$ cat config.mk
export PLATFORM = sky130hd
export DESIGN_NAME = pwm_ramp_controller
export DESIGN_NICKNAME = d
export VERILOG_FILES = /design/src/rtl/pwm_ramp_controller.sv
export SDC_FILE = /design/constraint.sdc
export NUM_CORES = 1
export LEC_CHECK = 0
export CORE_ASPECT_RATIO = 2
export CORE_MARGIN = 4
export CORE_UTILIZATION = 35
export DETAILED_ROUTE_END_ITERATION = 8
export PLACE_DENSITY = 0.59
export SLEW_MARGIN = 20
export SYNTH_ARGS = -nofsm -noshare
export SYNTH_HDL_FRONTEND = slang
export SYNTH_SLANG_ARGS = --single-unit
$ cat constraint.sdc
create_clock -name clk -period 5.6 [get_ports clk]
set_clock_uncertainty 0.05 [all_clocks]
set_input_delay 1.12 -clock clk [delete_from_list [all_inputs] [get_ports clk]]
set_output_delay 1.12 -clock clk [all_outputs]
set_load 0.02 [all_outputs]
$ cat src/rtl/pwm_ramp_controller.sv
// Duty-cycle sequencer for the PWM datapath: soft start, live retarget,
// soft stop and fault shutdown, stepping only on PWM period wraps.
module pwm_ramp_controller #(
  parameter int DUTY_W         = 8,
  parameter int STEP           = 1,
  parameter int TICKS_PER_STEP = 4
) (
  input  logic              clk,
  input  logic              rst_a,
  input  logic              enable,
  input  logic [DUTY_W-1:0] target_duty,
  input  logic              period_tick,
  input  logic              fault,
  output logic [DUTY_W-1:0] duty_out,
  output logic              pwm_en,
  output logic              at_target,
  output logic              busy,
  output logic              stopped,
  output logic              fault_flag
);

  typedef enum logic [2:0] {
    IDLE,
    RAMP,
    HOLD,
    STOP,
    FAULT
  } state_t;

  localparam int TW =
    (TICKS_PER_STEP > 1) ? $clog2(TICKS_PER_STEP) : 1;
  localparam logic [TW-1:0] T_LAST = TW'(TICKS_PER_STEP - 1);
  localparam logic [DUTY_W:0] STEP_V = (DUTY_W + 1)'(STEP);

  state_t            state;
  logic [DUTY_W-1:0] tgt_q;
  logic [TW-1:0]     tick_cnt;
  logic [DUTY_W-1:0] ramp_next;
  logic [DUTY_W-1:0] stop_next;
  logic              term;

  // Signed distance at DUTY_W+1 bits; step clipped so it never overshoots.
  function automatic logic [DUTY_W-1:0] toward(
    input logic [DUTY_W-1:0] cur,
    input logic [DUTY_W-1:0] dst
  );
    logic [DUTY_W:0] diff;
    logic [DUTY_W:0] mag;
    logic [DUTY_W:0] amt;
    diff = {1'b0, dst} - {1'b0, cur};
    mag  = diff[DUTY_W] ? -diff : diff;
    amt  = (mag < STEP_V) ? mag : STEP_V;
    return diff[DUTY_W] ? cur - amt[DUTY_W-1:0]
                        : cur + amt[DUTY_W-1:0];
  endfunction

  assign ramp_next = toward(duty_out, tgt_q);
  assign stop_next = toward(duty_out, {DUTY_W{1'b0}});
  assign term      = period_tick && (tick_cnt == T_LAST);

  always_ff @(posedge clk) begin
    if (!rst_a) begin
      state      <= IDLE;
      duty_out   <= '0;
      pwm_en     <= 1'b0;
      at_target  <= 1'b0;
      busy       <= 1'b0;
      stopped    <= 1'b0;
      fault_flag <= 1'b0;
      tgt_q      <= '0;
      tick_cnt   <= '0;
    end else begin
      stopped <= 1'b0;
      if (fault && state != FAULT) begin
        state      <= FAULT;
        duty_out   <= '0;
        pwm_en     <= 1'b0;
        at_target  <= 1'b0;
        busy       <= 1'b0;
        fault_flag <= 1'b1;
        tick_cnt   <= '0;
      end else begin
        unique case (state)
          IDLE: begin
            duty_out <= '0;
            if (enable) begin
              tgt_q    <= target_duty;
              tick_cnt <= '0;
              state    <= RAMP;
              pwm_en   <= 1'b1;
              busy     <= 1'b1;
            end
          end
          RAMP: begin
            if (!enable) begin
              state    <= STOP;
              tick_cnt <= '0;
            end else if (duty_out == tgt_q) begin
              // tgt_q frozen here so HOLD always starts with duty == tgt_q
              state     <= HOLD;
              at_target <= 1'b1;
              busy      <= 1'b0;
              tick_cnt  <= '0;
            end else begin
              tgt_q <= target_duty;
              if (term) begin
                duty_out <= ramp_next;
                tick_cnt <= '0;
              end else if (period_tick) begin
                tick_cnt <= tick_cnt + 1'b1;
              end
            end
          end
          HOLD: begin
            if (!enable) begin
              state     <= STOP;
              at_target <= 1'b0;
              busy      <= 1'b1;
              tick_cnt  <= '0;
            end else if (target_duty != tgt_q) begin
              tgt_q     <= target_duty;
              state     <= RAMP;
              at_target <= 1'b0;
              busy      <= 1'b1;
            end
          end
          STOP: begin
            if (enable) begin
              tgt_q    <= target_duty;
              state    <= RAMP;
              tick_cnt <= '0;
            end else if (duty_out == '0) begin
              state   <= IDLE;
              pwm_en  <= 1'b0;
              busy    <= 1'b0;
              stopped <= 1'b1;
            end else if (term) begin
              duty_out <= stop_next;
              tick_cnt <= '0;
            end else if (period_tick) begin
              tick_cnt <= tick_cnt + 1'b1;
            end
          end
          FAULT: begin
            if (!fault && !enable) begin
              state      <= IDLE;
              fault_flag <= 1'b0;
            end
          end
          default: state <= IDLE;
        endcase
      end
    end
  end

endmodule

==> reports/metrics.yaml <==
floorplan:
  start_util_pct: 36.17
  dieHeight_um: 128.2
  die_area_sq_um: 8735
  die_w_um: 68.12
  core-area_sq_um: 6994
  io_pins: 26
  rows: 43
drt:
  routed_wl_mm: 7.214
  drt_iter0_markers: 119
  firstDrtPassIters: 4
  viasPerCell: 5.599
  wl_per_cell_um: 16.43
  antenna_left: 0
  vias: 2458
  drc: 0
run_status:
  outcome: "complete, no violations"
grt:
  grt_pass1_vias: 2446
  grt_pass1_wl_mm: 11.51
  grt_usage_pct: 17.19
  antenna_found_initial: 0
  grt_max_degree: 18
  grt_overflow: 0
timing:
  finalSetupTns_ps: 0
  hold_violations: 0
  setup_violations: 0
  rsz0062_at_grt: "no"
  period_share_pct: 95.73
  maxSlewViolCount: 0
  maxSlewHeadroom_pct: 43.52
  max_freq_mhz: 186.5
  tightest_slew_ps: 839.5
  period_minus_slack_ps: 5361
  whs_ps: 419.5
clocking:
  clk_path_buf_depth: 2
  postCtsHoldBufs: 0
  cts-buffers-inserted: 3
  clk_pin_slew_ps: 70
  clkSinkCount: 26
  htreeDepth: 1
  cts_tree: "done"
  cts_root_buf: "clkbuf_16"
  clk_latency_ps: 270
worst_setup_path:
  cp.required_ps: 5720
  cpPeakStageDelay_ps: 510
  critPathMaxFanout: 4
  crit_path_start_kind: "flip-flop"
  cp-end-kind: "flip-flop"
  worstSetupPathType: "reg -> reg"
  worstPathArrival_ps: 5480
  slowest_stage: "or4b_1"
place:
  place_congestion: 0.8422
  place_area_sq_um: 2884
  port_buffers: 25
  dpl.hpwl_mm: 5.646
layout:
  multi_input_area_sq_um: 1886
  nFillCells: 735
  seq_area_sq_um: 523.0
  diodes: 0
  fin_nets: 385
  final_util_pct: 43.22
  area_growth_pct: 19.49
  drive_gt1_share_pct: 9.169
  finalInstanceArea_sq_um: 3023
job:
  maxCapViolations: 0
synth:
  syn_area_per_cell_sq_um: 7.784
  synth_area_sq_um: 2530
  synthArstFlopShare_pct: 0
  synth-edff-count: 0
  yosysTopAreaCell: "dfxtp_1"
  synthCells: 325
  yosysTopAreaCellShare_pct: 20.57
  ys_top_cells_by_area: "dfxtp_1, ha_1, a21oi_1"
  synth_warnings: 0
  synth-main-ff-cell: "dfxtp_1"
  synth_seq_area_share_pct: 20.57
  synthDistinctLibCells: 66
  ys_ff_latch: 26
pwr:
  max-vdd-ir-drop_mv: 0.2055
  pwr_density_cell_nw_per_um2: 254.5
  leakage_nw: 1.195
  total_power_w: 0.0007694
min_path:
  hold_class: "reg -> reg"
## cells by family (layout without fill, tap and decap cells)
logic type	after synthesis	count (layout)	share of synthesized area [%]
and+or+nand+nor	130	130	27.60
AOI/OAI and AO/OA	77	77	21.81
buffers and inverters	36	59	6.034
DFF	26	26	20.57
adders and majority gates	22	22	11.47
xor gates and xnor gates	20	20	7.221
muxes	13	13	5.143
other	1	2	0.1482
## metal layers
| metal | GRT usage, % | routed length [um] | up-vias |
|---|---|---|---|
| met2 | 31.97 | 4008 | 54 |
| li1 | - | - | 1225 |
| met3 | 1.491 | 146 | 25 |
| met4 | 10.43 | 365 | 0 |
| met5 | 0 | 0 | - |
| met1 | 17.36 | 2694 | 1154 |
## metrics by stage
| stage | std cells | setup WS, ps |
|---|---|---|
| after floorplan | 326 | 378.8 |
| after detailed placement | 433 | 126.9 |
| after CTS | 437 | 93.04 |
| after global routing | 439 | 16.53 |
| after global placement | 433 | 231.9 |
| final | 439 | 239.2 |
## repair_timing
action / in CTS / in global routing
resized for setup: 0 / 6
buffers inserted: 0 / 2
endpoints found under the setup margin: 0 / 1
## critical path, delay by kind of cell (launching register included)
| kind | cells | cell delay [ps] |
|---|---|---|
| simple gates | 9 | 1570 |
| mux | 1 | 150 |
| xor+xnor | 1 | 180 |
| buf+inv | 4 | 390 |
| fa+ha+maj | 4 | 1070 |
| flops | 1 | 330 |
| compound gates | 8 | 1490 |
## power breakdown
| group | internal, W | switching [W] | total (W) |
|---|---|---|---|
| registers | 0.000193 | 0.0000119 | 0.000205 |
| logic | 0.000147 | 0.000199 | 0.000347 |
| clock network | 0.000143 | 0.0000748 | 0.000217 |
| total | 0.000483 | 0.000286 | 0.000769 |
## area by class of cell
| class | count | area share, % |
|---|---|---|
| clock buffer | 3 | 2.483 |
| timing repair buffer | 34 | 10.51 |
| inverter | 21 | 2.608 |
| multi-input combinational | 264 | 62.38 |
| sequential | 26 | 17.30 |
| clock inverter | 1 | 0.9934 |
| tap | 90 | 3.725 |
## cell usage after synthesis (3+ instances only)
master / instances
nand2_1: 20
o21ai_1: 3
a21oi_1: 29
nor2_1: 35
nand2b_1: 7
o21a_1: 3
dfxtp_1: 26
nor3_1: 16
nor2b_1: 12
o21ai_0: 7
ha_1: 20
mux2i_1: 13
nand3_1: 9
o31ai_1: 3
xor2_1: 13
buf_2: 5
inv_1: 21
a31oi_1: 3
xnor2_1: 6
nand4_1: 5
clkbuf_1: 7
a21o_1: 4
nor4_1: 9
## registers in the layout, indices dropped and copies added (netlist names)
register,count
duty_out,8
tgt_q,8
state,3
tick_cnt,2
at_target,1
busy,1
fault_flag,1
pwm_en,1
stopped,1
## layout by cell type (no fill, tap or decap), types with 2 or more instances in the layout
master | netlist | routed
nor2_1 | 35 | 35
a21oi_1 | 29 | 29
clkdlybuf4s50_1 | 0 | 25
dfxtp_1 | 26 | 24
inv_1 | 21 | 20
nand2_1 | 20 | 20
ha_1 | 20 | 20
nor3_1 | 16 | 16
xor2_1 | 13 | 13
mux2i_1 | 13 | 13
nor2b_1 | 12 | 12
nand3_1 | 9 | 9
nor4_1 | 9 | 9
buf_4 | 1 | 9
nand2b_1 | 7 | 7
o21ai_0 | 7 | 7
xnor2_1 | 6 | 6
nand4_1 | 5 | 5
a21o_1 | 4 | 4
o21ai_1 | 3 | 3
o21a_1 | 3 | 3
o31ai_1 | 3 | 3
clkbuf_16 | 0 | 3
nand3b_1 | 2 | 2
or4b_1 | 2 | 2
o31a_1 | 2 | 2
a211o_1 | 2 | 2
a31oi_2 | 1 | 2
and2_1 | 2 | 2
a31oi_1 | 3 | 2
conb_1 | 1 | 2
dfxtp_2 | 0 | 2
## worst paths after layout
check              from     endpoint  slack [ps]  depth (start not counted)
max            tgt_q[0]  duty_out[7]         240                         27
min          fault_flag   fault_flag         420                          2
max reg2reg    tgt_q[0]  duty_out[7]         240                         27
min reg2reg  fault_flag   fault_flag         420                          2
Power figures use the tool's default switching activity.
